## config.mk

```make
export PLATFORM = sky130hd
export DESIGN_NAME = if_stage
export DESIGN_NICKNAME = d
export VERILOG_FILES = /design/src/rtl/if_stage.sv
export SDC_FILE = /design/constraint.sdc
export NUM_CORES = 1
export LEC_CHECK = 0
export ABC_AREA = 1
export CAP_MARGIN = 5
export CORE_AREA = 2 2 106 185
export CTS_CLUSTER_SIZE = 28
export DETAILED_ROUTE_END_ITERATION = 12
export DIE_AREA = 0 0 108 187
export PLACE_DENSITY_LB_ADDON = 0.1
export SYNTH_ARGS = -nofsm -noshare
export SYNTH_HDL_FRONTEND = slang
export SYNTH_SLANG_ARGS = --single-unit
export TNS_END_PERCENT = 100
```

## constraint.sdc

```tcl
create_clock -name clk -period 3.2 [get_ports clk]
set_clock_uncertainty 0.05 [all_clocks]
set_input_delay 0.64 -clock clk [delete_from_list [all_inputs] [get_ports clk]]
set_output_delay 0.64 -clock clk [all_outputs]
set_load 0.01 [all_outputs]
```

## src/rtl/if_stage.sv

```systemverilog
// ---------------------------------------------------------------------------
// if_stage: instruction-fetch stage of the pipelined RV32I core.
//
// Owns the fetch PC, runs a single-outstanding req/ready handshake toward
// instruction memory and holds the IF/ID register (instruction, pc, valid)
// consumed by decode. A one-entry skid buffer catches a word that returns
// while decode is stalled, so no fetched word is ever lost or refetched.
//
// Optional feature (compile-time macro IF_BPRED_EN): static branch
// prediction on the word entering IF/ID. Backward conditional branches and
// jal are predicted taken and fetch continues at the computed target.
// Without the macro pred_taken_out is always 0 and fetch is sequential.
//
// Parameters:
//   RESET_PC        PC loaded on reset (word aligned)
//   NOP_INSTR       bubble placed on instr_out when valid_out is low
//
// Ports:
//   clk             clock, all state changes on the rising edge
//   rst             synchronous active-high reset
//   stall           decode cannot accept; IF/ID holds
//   redirect_valid  execute resolved a branch/jump; flush and refetch
//   redirect_pc     new fetch address, low two bits ignored
//   imem_req        fetch request (registered)
//   imem_addr       fetch address, held while a request is outstanding
//   imem_ready      imem_rdata valid; completes the current request
//   imem_rdata      fetched instruction word
//   instr_out       IF/ID instruction
//   pc_out          PC of instr_out
//   valid_out       instr_out is a real instruction
//   pred_taken_out  instr_out was predicted taken
// ---------------------------------------------------------------------------
module if_stage #(
    parameter logic [31:0] RESET_PC  = 32'h0000_0000,
    parameter logic [31:0] NOP_INSTR = 32'h0000_0013
) (
    input  logic        clk,
    input  logic        rst,
    input  logic        stall,
    input  logic        redirect_valid,
    input  logic [31:0] redirect_pc,
    output logic        imem_req,
    output logic [31:0] imem_addr,
    input  logic        imem_ready,
    input  logic [31:0] imem_rdata,
    output logic [31:0] instr_out,
    output logic [31:0] pc_out,
    output logic        valid_out,
    output logic        pred_taken_out
);

    // state    | meaning
    // ---------+------------------------------------------------------------
    // ST_FETCH | request at pc_reg outstanding (or about to be issued)
    // ST_HOLD  | word parked in skid while decode stalls; no request
    // ST_DROP  | request to a pre-redirect address still in flight; its
    //          | data is thrown away, pc_reg already holds the new target
    localparam logic [1:0] ST_FETCH = 2'd0;
    localparam logic [1:0] ST_HOLD  = 2'd1;
    localparam logic [1:0] ST_DROP  = 2'd2;

    logic [1:0]  state;
    logic [31:0] pc_reg;
    logic [31:0] drop_addr;
    logic        req_q;
    logic [31:0] skid_instr;

    logic [31:0] instr_q;
    logic [31:0] pc_q;
    logic        valid_q;
    logic        pred_q;

    logic        handshake;
    logic [31:0] redirect_aligned;
    logic [31:0] load_word;
    logic [31:0] next_pc;
    logic        load_pred;

    assign handshake        = req_q && imem_ready;
    assign redirect_aligned = redirect_pc & 32'hFFFF_FFFC;

    // The word entering IF/ID comes from the skid when leaving HOLD,
    // otherwise straight from memory. Both share the same pc_reg.
    assign load_word = (state == ST_HOLD) ? skid_instr : imem_rdata;

`ifdef IF_BPRED_EN
    logic [31:0] b_imm;
    logic [31:0] j_imm;
    logic        is_bwd_branch;
    logic        is_jal;

    always_comb begin
        b_imm = {{20{load_word[31]}}, load_word[7], load_word[30:25],
                 load_word[11:8], 1'b0};
        j_imm = {{12{load_word[31]}}, load_word[19:12], load_word[20],
                 load_word[30:21], 1'b0};
        // Sign bit of the B immediate is instruction bit 31.
        is_bwd_branch = (load_word[6:2] == 5'b11000) && load_word[31];
        is_jal        = (load_word[6:2] == 5'b11011);
        load_pred     = is_bwd_branch || is_jal;
        // Targets are forced word aligned; a half-word target can only be
        // a mispredict that execute will correct with a redirect.
        if (is_jal) begin
            next_pc = (pc_reg + j_imm) & 32'hFFFF_FFFC;
        end else if (is_bwd_branch) begin
            next_pc = (pc_reg + b_imm) & 32'hFFFF_FFFC;
        end else begin
            next_pc = pc_reg + 32'd4;
        end
    end
`else
    assign load_pred = 1'b0;
    assign next_pc   = pc_reg + 32'd4;
`endif

    always_ff @(posedge clk) begin
        if (rst) begin
            state      <= ST_FETCH;
            pc_reg     <= RESET_PC & 32'hFFFF_FFFC;
            drop_addr  <= 32'h0000_0000;
            req_q      <= 1'b0;
            skid_instr <= NOP_INSTR;
            instr_q    <= NOP_INSTR;
            pc_q       <= 32'h0000_0000;
            valid_q    <= 1'b0;
            pred_q     <= 1'b0;
        end else if (redirect_valid) begin
            pc_reg     <= redirect_aligned;
            instr_q    <= NOP_INSTR;
            valid_q    <= 1'b0;
            pred_q     <= 1'b0;
            skid_instr <= NOP_INSTR;
            req_q      <= 1'b1;
            if (req_q && !imem_ready) begin
                // A request is still in flight: keep presenting its address
                // until memory completes it. imem_addr is already the old
                // address in both FETCH and DROP, so capture it as is.
                state     <= ST_DROP;
                drop_addr <= imem_addr;
            end else begin
                state <= ST_FETCH;
            end
        end else begin
            case (state)
                ST_FETCH: begin
                    req_q <= 1'b1;
                    if (handshake && stall) begin
                        skid_instr <= imem_rdata;
                        state      <= ST_HOLD;
                        req_q      <= 1'b0;
                    end else if (!stall) begin
                        if (handshake) begin
                            instr_q <= load_word;
                            pc_q    <= pc_reg;
                            valid_q <= 1'b1;
                            pred_q  <= load_pred;
                            pc_reg  <= next_pc;
                        end else begin
                            // Decode took the old entry and nothing replaces it.
                            instr_q <= NOP_INSTR;
                            valid_q <= 1'b0;
                            pred_q  <= 1'b0;
                        end
                    end
                end
                ST_HOLD: begin
                    req_q <= 1'b0;
                    if (!stall) begin
                        instr_q <= load_word;
                        pc_q    <= pc_reg;
                        valid_q <= 1'b1;
                        pred_q  <= load_pred;
                        pc_reg  <= next_pc;
                        state   <= ST_FETCH;
                        req_q   <= 1'b1;
                    end
                end
                ST_DROP: begin
                    // IF/ID was flushed on entry and stays a bubble here.
                    req_q <= 1'b1;
                    if (imem_ready) begin
                        state <= ST_FETCH;
                    end
                end
                default: begin
                    state <= ST_FETCH;
                    req_q <= 1'b0;
                end
            endcase
        end
    end

    assign imem_req       = req_q;
    assign imem_addr      = (state == ST_DROP) ? drop_addr : pc_reg;
    assign instr_out      = instr_q;
    assign pc_out         = pc_q;
    assign valid_out      = valid_q;
    assign pred_taken_out = pred_q;

endmodule

```

==> key figures <==
Clocking
  – Postcts setup bufs: 0
  – Post-CTS Hold Fix Bufs: 0
  – Resize count post-CTS: 0
  – Num CTS Buffers: 17
  – Reg clk slew, reported paths: 0.07 ns
  – H-tree lvl count: 4
  – Sink Count: 161
  – CTS Buffer Depth: 2
  – CTS tree: done
  – Clk_lat worst skew: 0.43 ns
  – Root Driver: clkbuf_16

STA
  – Slew HR: 41.8%
  – Highest Clock Rate: 337 MHz
  – Final number of setup-violating endpoints: 0
  – Crit path time final: 2.97 ns
  – Slew Viols, Final: 0
  – Final hold vios: 0
  – Crit share post-route: 92.7%
  – Setup_tns: 0 ns
  – Slew @ Worst Pin: 0.874 ns
  – RSZ-0062 raised after global routing: false

Finish
  – Synthesis-to-layout area growth: 32.7%
  – Post-route insts no fill: 1467
  – # nets final: 1283
  – Diode count: 0
  – Finished Cell Area: 9800 sq um
  – Layout cell share with drive strength beyond 1: 6.69%

Logic synthesis
  – Post-Synth Adder-Cell Area: 0.169%
  – Ys flop type: dfxtp_1
  – Simple-gate share of the synthesized area: 29.7%
  – Top cells by count, synth: nand2_1, dfxtp_1, nor2_1
  – Synth unique cells: 36
  – Gate count of the mapped netlist: 1078
  – Average size of a mapped cell: 6.85 sq um
  – Post-synthesis mux area share: 0.407%
  – Async SR Flop Fraction: 0%
  – Post-synth EDFFs: 0
  – Yosys reg bits: 161
  – Area leader, netlist: dfxtp_1
  – Register area share after synthesis: 43.7%
  – Ranking of synthesized cells by area: dfxtp_1, nand2_1, nor2_1
  – Yosys top cell area share: 43.7%
  – Most numerous cell in the Yosys netlist: nand2_1
  – Yosys warns: 0
  – Post-synthesis compound-gate area fraction: 18.1%
  – Post-synthesis instance area: 7380 sq um
  – Largest family of logic cells by synthesized area: simple AND/OR/NAND/NOR gates
  – Post-synthesis xor/xnor area fraction: 0.475%

Floorplanning
  – I/O pin count: 168
  – Die Y-Extent: 187 um
  – Die ar.: 20200 sq um
  – Rows: 67
  – Initial Utilization: 39.1%
  – Die X: 108 um
  – Placeable Area: 18900 sq um

Detailed routing
  – WL/cell: 14.8 um
  – Routed vias: 7380
  – Via density: 5.03
  – Post-route ant nets: 0
  – DR iter-0 viols: 390
  – Wirelength, routed: 21700 um
  – DRC Markers: 0
  – TritonRoute pass-1 iters: 5

Place
  – Dpl cell area: 9210 sq um
  – Port buffer count: 163
  – HPWL Detailed: 15400 um
  – Placed Cells: 1435
  – Final GP Congestion: 0.921

Pwr
  – Peak supply drop: 335 uV
  – Tot Pwr: 4860 uW
  – Leakage dissipation: 0.00347 uW
  – Power per cell area: 496 nW/um^2

GRT
  – Number of global-route vias before repair: 6938
  – First-pass GRT wire length: 35300 um
  – Pin count of the biggest net entering global routing: 77
  – GRT Residual Overflow: 0
  – Initial antenna violation count: 0
  – Total GRT Usage: 22.1%

Worst setup path
  – Crit start category: flop
  – Setup crit end kind: primary output
  – Worst r2r src: pc_reg[3]
  – CP arrival: 2.28 ns
  – CP Cell Sequence: inv_2 -> nor2_4 -> buf_12 -> nand2_1 -> o21ai_0 -> clkdlybuf4s50_1
  – Worst setup path start: state[1]
  – Slowest stage delay, CP: 0.58 ns
  – Crit path kind: flop to primary output
  – CP max stage cell: clkdlybuf4s50_1
  – Critical Path Fanout Max: 28
  – WP data required: 2.51 ns

Flow run
  – Max cap viols: 0

Outcome
  – Status: finished clean

Min path
  – Min-Delay Path Class: flop to flop
  – Hold Startpoint: pred_taken_out
## cell usage in the layout, fill, tap and decap left out, types with 3 or more instances in the layout
master	count
nor2_2	9
clkbuf_16	17
a211oi_1	27
a31oi_1	19
buf_12	3
inv_2	5
mux2i_1	3
o221ai_1	3
clkinv_2	3
buf_4	18
nor2_1	152
or2_2	3
a21oi_1	80
dfxtp_1	161
nor2_4	5
clkdlybuf4s50_1	162
nand2_2	4
o21ai_0	110
inv_6	6
nand2_1	279
inv_1	54
and2_1	3
nor3_1	6
nand3_1	67
## through the flow
stage / hold slack (ns) / utilization, % / worst slack, ns
after floorplan: 0.375 / - / 1.29
after global placement: 0.380 / 48.8 / 0.618
after detailed placement: 0.383 / 48.8 / 0.606
after CTS: 0.395 / 51.9 / 0.178
after global routing: 0.417 / 51.9 / 0.0436
final: 0.392 / 51.9 / 0.233
## critical path, delay by kind of cell, from the launching register on
family,cells,cell delay (ns)
buffers and inverters,3,0.89
AOI/OAI and AO/OA,1,0.09
DFF,1,0.38
and+or+nand+nor,2,0.47
## cells by family after synthesis
group | Yosys count
and+or+nand+nor | 534
DFF | 161
xor gates and xnor gates | 4
buffers and inverters | 130
other | 1
adders and majority gates | 1
AOI/OAI and AO/OA | 244
muxes | 3
## cell type report
type | instances | area [sq um]
clock buffers | 18 | 439
clock inverters | 14 | 151
fillers | 1952 | 9060
inverters | 61 | 229
multi-input cells | 788 | 3630
flip-flops and latches | 161 | 3220
well taps | 241 | 302
repair buffers | 184 | 1820
## metal layers
metal / track usage (%) / wire, um / vias up
met1: 25.7 / 8720 / 3367
met4: 9.37 / 670 / 0
met3: 5.23 / 1090 / 38
met5: 0 / 0 / -
li1: - / - / 3802
met2: 38.1 / 11200 / 173
## final timing paths
path,end,cells past startpoint,slack [ns]
max,imem_addr[26],6,0.23
min,pred_taken_out,2,0.39
max reg2reg,pc_reg[24],10,1.15
min reg2reg,pred_taken_out,2,0.39
## where the power goes
| part | switching, uW | internal (uW) | leakage (uW) | total, uW |
|---|---|---|---|---|
| sequential | 78.5 | 2080 | 0.00131 | 2160 |
| combinational | 340 | 281 | 0.00187 | 620 |
| clock | 897 | 1180 | 0.000288 | 2080 |
| total | 1320 | 3550 | 0.00347 | 4860 |
No activity file was read; power rests on OpenSTA's default activity.
